## config.mk

```make
export PLATFORM = sky130hd
export DESIGN_NAME = alu
export DESIGN_NICKNAME = d
export VERILOG_FILES = /design/src/rtl/alu.sv
export SDC_FILE = /design/constraint.sdc
export NUM_CORES = 1
export LEC_CHECK = 0
export ABC_CLOCK_PERIOD_IN_PS = 3450
export CORE_ASPECT_RATIO = 0.75
export CORE_MARGIN = 5
export CORE_UTILIZATION = 45
export CTS_CLUSTER_SIZE = 20
export DETAILED_ROUTE_END_ITERATION = 8
export GPL_TIMING_DRIVEN = 0
export PLACE_DENSITY = 0.7
export SLEW_MARGIN = 30
export SYNTH_ARGS = -nofsm -noshare
export SYNTH_HDL_FRONTEND = slang
export SYNTH_SLANG_ARGS = --single-unit
```

## constraint.sdc

```tcl
create_clock -name clk -period 3.45 [get_ports clk]
set_input_delay 0.69 -clock clk [delete_from_list [all_inputs] [get_ports clk]]
set_output_delay 0.69 -clock clk [all_outputs]
set_load 0.005 [all_outputs]
```

## src/rtl/alu.sv

```systemverilog
// -----------------------------------------------------------------------------
// alu -- registered arithmetic/logic unit for the datapath execute stage.
//
// One of eight operations is applied to two WIDTH-bit operands, chosen by a
// 3-bit opcode. The result and three status flags are captured on the rising
// clock edge. Operands and opcode arrive from decode, and alu_out feeds
// writeback.
//
// Timing: inputs sampled at edge N are visible on the outputs after edge N.
// The unit accepts a new operation every cycle. It has no valid/ready
// handshake and never stalls: every clock edge is one transaction, and the
// outputs hold their value between edges.
//
// Ports:
//   clk         in   1      system clock; all state updates on the rising edge
//   rst         in   1      synchronous, active-high reset (wins over opcode)
//   opperand_1  in   WIDTH  operand A
//   opperand_2  in   WIDTH  operand B
//   opcode      in   3      operation select (all eight codes defined)
//   alu_out     out  WIDTH  registered result
//   carry_out   out  1      registered carry / borrow / shifted-out bit
//   zero        out  1      registered: 1 when the result is all zeros
//   overflow    out  1      registered signed overflow (ADD/SUB only)
//
// Opcodes:
//   000 ADD   001 SUB   010 AND   011 OR
//   100 XOR   101 NOT   110 SHL   111 SHR
// -----------------------------------------------------------------------------
module alu #(
  parameter int WIDTH = 8
) (
  input  logic             clk,
  input  logic             rst,
  input  logic [WIDTH-1:0] opperand_1,
  input  logic [WIDTH-1:0] opperand_2,
  input  logic [2:0]       opcode,
  output logic [WIDTH-1:0] alu_out,
  output logic             carry_out,
  output logic             zero,
  output logic             overflow
);

  localparam logic [2:0] OP_ADD = 3'b000;
  localparam logic [2:0] OP_SUB = 3'b001;
  localparam logic [2:0] OP_AND = 3'b010;
  localparam logic [2:0] OP_OR  = 3'b011;
  localparam logic [2:0] OP_XOR = 3'b100;
  localparam logic [2:0] OP_NOT = 3'b101;
  localparam logic [2:0] OP_SHL = 3'b110;
  localparam logic [2:0] OP_SHR = 3'b111;

  // Extended-width sum and difference. The extra top bit of w_sum is the
  // carry out of the addition. In w_diff the extra bit is the borrow: it is
  // set exactly when A < B as unsigned numbers.
  logic [WIDTH:0]   w_sum;
  logic [WIDTH:0]   w_diff;
  logic [WIDTH-1:0] w_result;
  logic             w_carry;
  logic             w_overflow;
  logic             w_zero;

  logic [WIDTH-1:0] r_alu_out;
  logic             r_carry;
  logic             r_zero;
  logic             r_overflow;

  assign w_sum  = {1'b0, opperand_1} + {1'b0, opperand_2};
  assign w_diff = {1'b0, opperand_1} - {1'b0, opperand_2};

  always_comb begin
    w_result   = '0;
    w_carry    = 1'b0;
    w_overflow = 1'b0;
    case (opcode)
      OP_ADD: begin
        w_result   = w_sum[WIDTH-1:0];
        w_carry    = w_sum[WIDTH];
        // Operands share a sign, but the result sign differs from it.
        w_overflow = (opperand_1[WIDTH-1] == opperand_2[WIDTH-1]) &&
                     (w_sum[WIDTH-1] != opperand_1[WIDTH-1]);
      end
      OP_SUB: begin
        w_result   = w_diff[WIDTH-1:0];
        w_carry    = w_diff[WIDTH];
        // Operand signs differ, and the result sign differs from A.
        w_overflow = (opperand_1[WIDTH-1] != opperand_2[WIDTH-1]) &&
                     (w_diff[WIDTH-1] != opperand_1[WIDTH-1]);
      end
      OP_AND: w_result = opperand_1 & opperand_2;
      OP_OR:  w_result = opperand_1 | opperand_2;
      OP_XOR: w_result = opperand_1 ^ opperand_2;
      OP_NOT: w_result = ~opperand_1;
      OP_SHL: begin
        w_result = {opperand_1[WIDTH-2:0], 1'b0};
        w_carry  = opperand_1[WIDTH-1];
      end
      OP_SHR: begin
        w_result = {1'b0, opperand_1[WIDTH-1:1]};
        w_carry  = opperand_1[0];
      end
      default: begin
        w_result   = '0;
        w_carry    = 1'b0;
        w_overflow = 1'b0;
      end
    endcase
  end

  assign w_zero = (w_result == '0);

  // The reset state reports a zero result, so the zero flag is set in reset.
  always_ff @(posedge clk) begin
    if (rst) begin
      r_alu_out  <= '0;
      r_carry    <= 1'b0;
      r_zero     <= 1'b1;
      r_overflow <= 1'b0;
    end else begin
      r_alu_out  <= w_result;
      r_carry    <= w_carry;
      r_zero     <= w_zero;
      r_overflow <= w_overflow;
    end
  end

  assign alu_out   = r_alu_out;
  assign carry_out = r_carry;
  assign zero      = r_zero;
  assign overflow  = r_overflow;

endmodule

```

==> results of run 1 <==
[area by class of cell]
cell class,instances,area [um^2]
fill,399,1730
multi-input combinational,178,1420
timing repair buffer,31,310
sequential,11,220
inverter,29,109
buffer,17,85.1
tap,55,68.8
clock buffer,4,45.0
[registers in the layout (all words and copies together) (netlist names)]
signal and flops:
overflow 1, carry_out 1, alu_out 8, zero 1
[Yosys cell counts, drive strengths merged (4+ instances only)]
| cell type | count |
|---|---|
| inv | 28 |
| ha | 24 |
| nor2 | 14 |
| o21ai | 14 |
| a21oi | 11 |
| buf | 11 |
| dfxtp | 11 |
| nand2 | 10 |
| nand3 | 7 |
| nor3 | 7 |
| clkbuf | 6 |
| nor2b | 6 |
| or3 | 6 |
| nand4 | 5 |
| xnor2 | 5 |
| a31oi | 4 |
| o21a | 4 |
[where the power goes]
group / leakage, nW / switching [mW] / internal, mW
clock: 0.0228 / 0.0430 / 0.0806
sequential: 0.0912 / 0.00236 / 0.140
combinational: 0.840 / 0.153 / 0.136
total: 0.954 / 0.198 / 0.356
[routing by layer]
metal,share of wire [%],up-vias
li1,-,924
met1,45,865
met2,42,88
met3,11,5
met4,1.2,0
met5,0,-
[logic make-up after synthesis]
| group | count (synthesis) | share of synthesized area (%) |
|---|---|---|
| AO/OA/AOI/OAI | 68 | 27.2 |
| AND/OR/NAND/NOR | 68 | 21.0 |
| buffers and inverters | 46 | 10.6 |
| adder cells (fa/ha/maj) | 26 | 18.6 |
| flip-flops | 11 | 12.0 |
| multiplexers | 9 | 7.18 |
| XOR/XNOR | 7 | 3.35 |
[path summary, 6_finish.rpt]
path / slack (ns) / cells after the start / to
setup / recovery: 0.22 / 9 / zero$_SDFF_PP1_
hold / removal: 1.21 / 3 / alu_out[6]$_SDFF_PP0_
==> summary.md, run 1 <==
| Metric | Value |
|---|---|
| Arrival time at the worst endpoint | 3.35 ns |
| GPL Wtd Cong | a little over 0.9 |
| Buf/Inv on CP | 1 |
| Sequential area share after synthesis | around 12% |
| DRC Markers | 0 |
| IO Port Bufs | 31 |
| Detailed-route wire length | about 5100 um |
| Post-CTS Resized | 0 |
| Max Freq | 0.309 GHz |
| Met1 Track Usage GR | between 20% and 30% |
| Kind of critical path | in2reg |
| Layout cell share with drive strength beyond 1 | between 10 and 15% |
| DIE WIDTH | about 84 um |
| Distinct cells, synth | 60 |
| Cts hold-fix bufs | 0 |
| Final Max Slew Viols | 0 |
| Period Utilization, post-route | roughly 94% |
| Num ports | 32 |
| Post-layout util | roughly 57% |
| Starting Density | ~46% |
| Post-layout net count | around 320 |
| Reported max-cap violation count | 0 |
| Main synth FF type | dfxtp_1 |
| Outcome | finished clean |
| CP Data Required Time | between 3 and 4 ns |
| Vias in the first global route | between 1500 and 2000 |
| Top Family by Delay on Critical Path | adder cells |
| CTS tree | yes |
| Worst hold slack | roughly 1.2 ns |
| Largest net degree at the start of global routing | 11 |
| Number of flops mapped to enable cells by yosys | 0 |
| Rows | 20 |
| Clock transition at path regs | 0.04 ns |
| PD cells | 246 nW/um^2 |
| Non-Filler Instances | 325 |
| Post-DP Area | around 2200 um^2 |
| Die area | approximately 5500 um^2 |
| Fin area | between 2000 and 2500 um^2 |
| Synth top area share | between 10% and 20% |
| Antenna-violating nets left | 0 |
| DR pass1 iterations | 4 |
| Final TNS setup | 0 ns |
| CTS Root Buffer Type | clkbuf_8 |
| Static leakage | around 0.95 nW |
| #FFs+latches synth | 11 |
| CP Capture Type | flop |
| Most Crowded Layer GR | met2 |
| Pwr Total | 0.554 mW |
| Yosys top cell by area | ha_1 |
| Setup crit start kind | primary input |
| Post-DP HPWL | between 3000 and 4000 um |
| Antenna violations before repair | 0 |
| Crit-path max FO | 5 |
| All-Layer GR Usage | between 10% and 20% |
| Overall die height | approximately 65 um |
| Min-Delay Path Class | in2reg |
| CTS buffer count | 3 |
| Grt total ovfl | 0 |
| Final setup violation count | 0 |
| Setup Buffers After CTS | 0 |
| Initial DRC count | 185 |
| Wire per inst | about 16 um |
| Detailed-route via count | between 1500 and 2000 |
| Area Overhead vs Synth | 23.2% |
| Slew HR | 46.1% |
| Placed insts | 321 |
| Worst setup path start | opperand_1[0] |
| H-tree depth | 1 |
| GR Util met3 | under 10% |
| Async SR Flop Fraction | 0% |
| Min-delay src | rst |
| Vias per Instance | approximately 5.8 |
| Clk buf depth | 2 |
| DP Worst Slack | 0.0151 ns |
| Synthesis Warnings | 0 |
| Grt met2 use | between 20 and 30% |
| Worst Tran Pin Value | between 0.8 and 0.9 ns |
| Cell area after synthesis | about 1800 um^2 |
| CP max stage cell | or4b_4 |
| Setup WS post-layout | ~0.22 ns |
| Ant. Diodes | 0 |
| Largest stage delay, worst path | approximately 0.51 ns |
| Worst-path cell chain | clkdlybuf4s50_1 > ha_1 > fa_1 > a21o_1 > a21oi_1 > mux2i_1 > or4b_4 > a41oi_2 > nor4_1 |
| Commonest non-fill, non-tap cell in the layout | clkdlybuf4s50_1 |
| Synth top area cells | ha_1 16%, dfxtp_1 12%, inv_1 5.3% |
| Net Count, Synth | ~280 |
| CTS Sinks | 11 |
| Syn avg cell area | around 8 um^2 |
| Cells after Synth | roughly 240 |
| Fin crit period | ~3.2 ns |
| Peak VDD IR | roughly 140 uV |
| Most frequent cells in the layout | 31 x clkdlybuf4s50_1, 26 x inv_1, 24 x ha_1, 14 x o21ai_0, 14 x nor2_1 |
| Hold Violations, Final | 0 |
| First-pass GRT wire length | roughly 8000 um |
| Placeable core area | between 3000 and 4000 um^2 |
| RSZ-0062 raised after global routing | false |
No activity file was read; power rests on OpenSTA's default activity.
==> run 2, diff against run 1 <==
--- a/config.mk
+++ b/config.mk
@@ -6,13 +6,15 @@
 export NUM_CORES = 1
 export LEC_CHECK = 0
 export ABC_CLOCK_PERIOD_IN_PS = 3450
+export CELL_PAD_IN_SITES_DETAIL_PLACEMENT = 1
+export CELL_PAD_IN_SITES_GLOBAL_PLACEMENT = 1
 export CORE_ASPECT_RATIO = 0.75
 export CORE_MARGIN = 5
-export CORE_UTILIZATION = 45
+export CORE_UTILIZATION = 39
 export CTS_CLUSTER_SIZE = 20
 export DETAILED_ROUTE_END_ITERATION = 8
 export GPL_TIMING_DRIVEN = 0
-export PLACE_DENSITY = 0.7
+export PLACE_DENSITY_LB_ADDON = 0.1
 export SLEW_MARGIN = 30
 export SYNTH_ARGS = -nofsm -noshare
 export SYNTH_HDL_FRONTEND = slang
==> run 2 against run 1 <==
Compared with the run above:
- global-route usage up 1.5 points
- first-iteration DRC count fell by 28%
- largest cell class unchanged
- highest routed layer unchanged
- die area up 13%
- clock-buffer cell count unchanged
- routed wire length grew 20%
- flip-flop and latch count is the same
==> summary.md, run 2 (synthesis gave the netlist of run 1 again) <==
| Metric | Value |
|---|---|
| Outcome | finished clean |
| Clock transition at path regs | 0.04 ns (about the same) |
| First-pass GRT wire length | 9690 um (+19%) |
| Arrival time at the worst endpoint | 3.38 ns (+0.03 ns) |
| Commonest non-fill, non-tap cell in the layout | clkdlybuf4s50_1 |
| Final Max Slew Viols | 0 (unchanged) |
| Post-DP HPWL | 4850 um (+22%) |
| Met1 Track Usage GR | 30.6% (+4.7 points) |
| Post-layout net count | 319 (+0.31%) |
| Most Crowded Layer GR | met1 |
| Largest stage delay, worst path | 0.52 ns (about the same) |
| Max Freq | 0.305 GHz (-1.3%) |
| Sequential power share | 25.0% (-0.6 points) |
| Hold Violations, Final | 0 (unchanged) |
| Clk network pwr share | 22.4% (about the same) |
| GR Util met3 | 2.61% (+0.36 points) |
| Rows | 21 (+5.0%) |
| Slew HR | 63.2% (+17 points) |
| Overall die height | 69.3 um (+6.3%) |
| Wire per inst | 18.4 um (+19%) |
| Worst Tran Pin Value | 0.551 ns (-0.256 ns) |
| Fin crit period | 3.27 ns (+0.0413 ns) |
| Static leakage | 0.958 nW (+0.50%) |
| Largest net degree at the start of global routing | 11 (unchanged) |
| H-tree depth | 1 (unchanged) |
| Fillers | 571 (+43%) |
| CP max stage cell | clkdlybuf4s50_1 |
| Vias per Instance | 5.95 (+2.8%) |
| Num ports | 32 (unchanged) |
| Min-Delay Path Class | in2reg |
| CTS tree | yes |
| CTS Root Buffer Type | clkbuf_8 |
| Antenna-violating nets left | 0 (unchanged) |
| Pint | 0.359 mW (+0.76%) |
| Post-DP Area | 2210 um^2 (+0.11%) |
| DIE WIDTH | 89.1 um (+6.5%) |
| Antenna violations before repair | 0 (unchanged) |
| Placeable core area | 4490 um^2 (+13%) |
| Initial DRC count | 133 (-28%) |
| Setup crit start kind | primary input |
| Fin area | 2260 um^2 (+0.44%) |
| Die area | 6170 um^2 (+13%) |
| Period Utilization, post-route | 94.9% (+1.2 points) |
| DRC Markers | 0 (unchanged) |
| Max FFs per register | 8 (unchanged) |
| Grt met2 use | 28.7% (+0.13 points) |
| RSZ-0062 raised after global routing | false |
| Starting Density | 40.7% (-5.3 points) |
| Cts hold-fix bufs | 0 (unchanged) |
| Clk buf depth | 2 (unchanged) |
| Most frequent cells in the layout | 31 x clkdlybuf4s50_1, 26 x inv_1, 24 x ha_1, 14 x nor2_1, 13 x o21ai_0 |
| Final setup violation count | 0 (unchanged) |
| Vias in the first global route | 1786 (+6.8%) |
| DR pass1 iterations | 4 (unchanged) |
| Crit-path max FO | 5 (unchanged) |
| Pwr Total | 0.570 mW (+2.9%) |
| FF/Latch Area | 220 um^2 (unchanged) |
| Worst-path cell chain | clkdlybuf4s50_1 > ha_1 > fa_1 > a21o_1 > a21oi_1 > mux2i_1 > or4b_4 > a41oi_2 > nor4_1 |
| GPL Wtd Cong | 0.908 (-1.3%) |
| Area Overhead vs Synth | 23.7% |
| Detailed-route via count | 1952 (+3.7%) |
| Layout cell share with drive strength beyond 1 | 11.1% (+0.33 points) |
| Switch Pwr | 0.212 mW (+6.7%) |
| Sw Ratio | 37.1% (+1.3 points) |
| Ant. Diodes | 0 (unchanged) |
| PD cells | 252 nW/um^2 (+2.4%) |
| CTS buffer count | 3 (unchanged) |
| Reported max-cap violation count | 0 (unchanged) |
| Kind of critical path | in2reg |
| IO Port Bufs | 31 (unchanged) |
| All-Layer GR Usage | 19.8% (+1.5 points) |
| Area of the multi-input gates | 1420 um^2 (unchanged) |
| Detailed-route wire length | 6040 um (+20%) |
| Grt total ovfl | 0 (unchanged) |
| CTS Sinks | 11 (unchanged) |
| CP Data Required Time | 3.56 ns (about the same) |
| Peak VDD IR | 200 uV (+41%) |
| Logic gate share of total power | 52.6% (+0.5 points) |
| CP Capture Type | flop |
## run 2: cell types whose count changed in the layout (fill, tap and decap cells not counted), sizes merged
cell / previous run / this run
buf: 11 / 12
## run 2: cell type report
class	count	share of cell area (%)
Tap cell	57	3.15
Inverter	29	4.81
Timing Repair Buffer	32	14.0
Sequential cell	11	9.73
Buffer	17	3.76
Clock buffer	4	1.99
Multi-Input combinational cell	178	62.5
## run 2: per-stage QoR
stage / setup WS [ns] / instances / setup TNS, ns / utilization, % / hold slack [ns]
final: 0.176 / 328 / 0 / 50.4 / 1.21
after global routing: 0.00822 / 328 / 0 / 50.4 / 1.21
after CTS: 0.196 / 327 / 0 / 50.2 / 1.20
after detailed placement: -0.0500 / 323 / -0.0500 / 49.2 / 1.39
after global placement: -0.00642 / 323 / -0.00642 / 49.2 / 1.39
after floorplan: 0.813 / 235 / 0 / - / 0.884
## run 2: final timing paths
| check | from | to | slack (ns) | cells after the start |
|---|---|---|---|---|
| worst max-delay path | opperand_1[0] | zero$_SDFF_PP1_ | 0.18 | 9 |
| worst min-delay path | rst | alu_out[6]$_SDFF_PP0_ | 1.21 | 3 |
## run 2: timing repair
item | in CTS | in global routing
setup buffers | 0 | 1
gates resized for setup | 0 | 1
endpoints found under the setup margin | 0 | 1
## run 2: worst max-delay path, delay by kind of cell
family	cells	cell delay, ns
buffers and inverters	1	0.52
AO/OA/AOI/OAI	3	0.63
adder cells (fa/ha/maj)	2	0.74
multiplexers	1	0.23
AND/OR/NAND/NOR	2	0.58
## run 2: power groups by stage
stage | clock network, mW | logic [mW] | registers [mW]
finish | 0.128 | 0.300 | 0.143
global route | 0.138 | 0.328 | 0.143
CTS | 0.132 | 0.296 | 0.143
detailed placement | 0 | 0.295 | 0.145
global placement | 0 | 0.288 | 0.145
floorplan | 0 | 0.181 | 0.147
## run 2: metal layers
metal | share of wire (%) | up-vias
li1 | - | 933
met1 | 48 | 940
met2 | 44 | 71
met3 | 6.9 | 8
met4 | 0.99 | 0
met5 | 0 | -
==> run 3, diff against run 2 <==
--- a/config.mk
+++ b/config.mk
@@ -5,7 +5,6 @@
 export SDC_FILE = /design/constraint.sdc
 export NUM_CORES = 1
 export LEC_CHECK = 0
-export ABC_CLOCK_PERIOD_IN_PS = 3450
 export CELL_PAD_IN_SITES_DETAIL_PLACEMENT = 1
 export CELL_PAD_IN_SITES_GLOBAL_PLACEMENT = 1
 export CORE_ASPECT_RATIO = 0.75
==> constraint.sdc (replaced) <==
create_clock -name clk -period 3.52 [get_ports clk]
set_input_delay 0.704 -clock clk [delete_from_list [all_inputs] [get_ports clk]]
set_output_delay 0.704 -clock clk [all_outputs]
set_load 0.005 [all_outputs]
==> run 3 against run 2 <==
Compared with the run above:
- routed wire length about the same
- clock power barely moved
- non-clock buffer count fell by 1
- sequential share of layout area barely moved
- sequential power hardly changed
- setup slack better by 0.070 ns
- combinational power shrank 3%
- first-iteration DRC count down 23%
- largest power group unchanged
- highest routed layer unchanged
==> summary.md, run 3 (synthesis gave the netlist of run 1 again) <==
| Metric | Value |
|---|---|
| Fillers | 569 (-0.35%) |
| First-pass GRT wire length | 9690 um (unchanged) |
| Detailed-route wire length | 6040 um (about the same) |
| Hold Violations, Final | 0 (unchanged) |
| CP Capture Type | flop |
| Max Freq | a little over 0.3 GHz |
| Placeable core area | 4490 um^2 (unchanged) |
| Cell depth of the worst setup path | 9 (unchanged) |
| PD cells | 247 nW/um^2 (-2.1%) |
| Final TNS setup | 0 ns (unchanged) |
| Vias per Instance | 5.84 (-1.9%) |
| Vias in the first global route | 1786 (unchanged) |
| GPL Wtd Cong | 0.908 (unchanged) |
| DRC Markers | 0 (unchanged) |
| CP Data Required Time | 3.63 ns (+0.07 ns) |
| Worst setup path start | opperand_1[0] |
| Cts hold-fix bufs | 0 (unchanged) |
| CTS Root Buffer Type | clkbuf_8 |
| Clock transition at path regs | 0.04 ns (about the same) |
| DIE WIDTH | 89.1 um (unchanged) |
| Arrival time at the worst endpoint | 3.38 ns (about the same) |
| Layout cell share with drive strength beyond 1 | 10.7% (-0.33 points) |
| Top Family by Delay on Critical Path | adder cells |
| Overall die height | 69.3 um (unchanged) |
| CTS Sinks | 11 (unchanged) |
| Crit-path max FO | 5 (unchanged) |
| Crit path capture | zero$_SDFF_PP1_ |
| Clk buf depth | 2 (unchanged) |
| Grt total ovfl | 0 (unchanged) |
| Antenna-violating nets left | 0 (unchanged) |
| Final Max Slew Viols | 0 (unchanged) |
| Area of the multi-input gates | 1420 um^2 (unchanged) |
| Ant. Diodes | 0 (unchanged) |
| Setup crit start kind | primary input |
| Detailed-route via count | 1910 (-2.2%) |
| Area Overhead vs Synth | 23.3% |
| CTS buffer count | 3 (unchanged) |
| Fin crit period | 3.27 ns |
| Largest net degree at the start of global routing | 11 (unchanged) |
| Worst Tran Pin Value | 0.547 ns (-0.00325 ns) |
| DR pass1 iterations | 4 (unchanged) |
| Antenna violations before repair | 0 (unchanged) |
| Met2 wire length | 2620 um (-0.83%) |
| Static leakage | 0.954 nW (-0.49%) |
| Worst hold slack | 1.22 ns (+0.00789 ns) |
| Post-DP HPWL | 4850 um (unchanged) |
| Buf/Inv on CP | 1 (unchanged) |
| Largest stage delay, worst path | 0.51 ns (about the same) |
| Kind of critical path | in2reg |
| Max FFs per register | 8 (unchanged) |
| Setup Buffers After CTS | 0 (unchanged) |
| Commonest non-fill, non-tap cell in the layout | clkdlybuf4s50_1 |
| Final setup violation count | 0 (unchanged) |
| Wire per inst | 18.5 um (+0.32%) |
| H-tree depth | 1 (unchanged) |
| Post-CTS Resized | 0 (unchanged) |
| All-Layer GR Usage | 19.8% (unchanged) |
| Rows | 21 (unchanged) |
| WL met1 | 3030 um (+3.7%) |
| Max Used Layer | met4 |
| Post-layout util | 50.2% (-0.17 points) |
| Peak VDD IR | 194 uV (-2.9%) |
| Setup WS post-layout | 0.246 ns (+0.0697 ns) |
| Met3 wire length | 332 um (-20%) |
| Starting Density | 40.7% (unchanged) |
| FF/Latch Area | 220 um^2 (unchanged) |
| Min-delay src | rst |
| Num ports | 32 (unchanged) |
| CTS tree | yes |
| CP max stage cell | clkdlybuf4s50_1 |
| IO Port Bufs | 31 (unchanged) |
| Most frequent cells in the layout | 31 x clkdlybuf4s50_1, 26 x inv_1, 24 x ha_1, 14 x o21ai_0, 14 x nor2_1 |
| Slew HR | 63.4% (+0.22 points) |
| DP Worst Slack | 0.00596 ns (+0.0560 ns) |
| Period Utilization, post-route | between 90% and 100% |
| Worst-path cell chain | clkdlybuf4s50_1 > ha_1 > fa_1 > a21o_1 > a21oi_1 > mux2i_1 > or4b_4 > a41oi_2 > nor4_1 |
| Post-layout net count | 318 (-0.31%) |
| Die area | 6170 um^2 (unchanged) |
| Outcome | finished clean |
| Initial DRC count | 103 (-23%) |
| Reported max-cap violation count | 0 (unchanged) |
| Min-Delay Path Class | in2reg |
| RSZ-0062 raised after global routing | false |
-- run 3: tightest hold or removal path: cells and delay by family --
kind	cells	cell delay (ns)
buffers and inverters	1	0.48
AOI/OAI and AO/OA	2	0.21
-- run 3: metal layers --
layer / global-route usage, % / vias up
li1: - / 929
met3: 2.61 / 8
met1: 30.6 / 924
met4: 3.97 / 0
met5: 0 / -
met2: 28.7 / 49
-- run 3: stage by stage --
stage          cells  power [mW]  area (um^2)
4_1_cts          327       0.559         2260
2_1_floorplan    235       0.322         1830
6_report         327       0.557         2260
3_3_place_gp     323       0.424         2210
3_5_place_dp     323       0.432         2210
5_1_grt          327       0.594         2260
-- run 3: worst min path at each step --
stage / to / slack [ns] / cells after the start
after floorplan: alu_out[6]$_SDFF_PP0_ / 0.90 / 2
after global placement: alu_out[7] / 1.41 / 1
after detailed placement: alu_out[7] / 1.41 / 1
after CTS: alu_out[6]$_SDFF_PP0_ / 1.21 / 3
after global routing: alu_out[6]$_SDFF_PP0_ / 1.23 / 3
final: alu_out[6]$_SDFF_PP0_ / 1.22 / 3
-- run 3: final cells by class --
class	instances	share of cell area, %
multi-input cells	178	62.7
repair buffers	31	13.8
flip-flops and latches	11	9.76
inverters	29	4.83
plain buffers	17	3.77
well taps	57	3.16
clock buffers	4	2.00
-- run 3: power by group --
part / switching, mW / internal [mW]
Clock: 0.0454 / 0.0793
Sequential: 0.00289 / 0.137
Combinational: 0.159 / 0.133
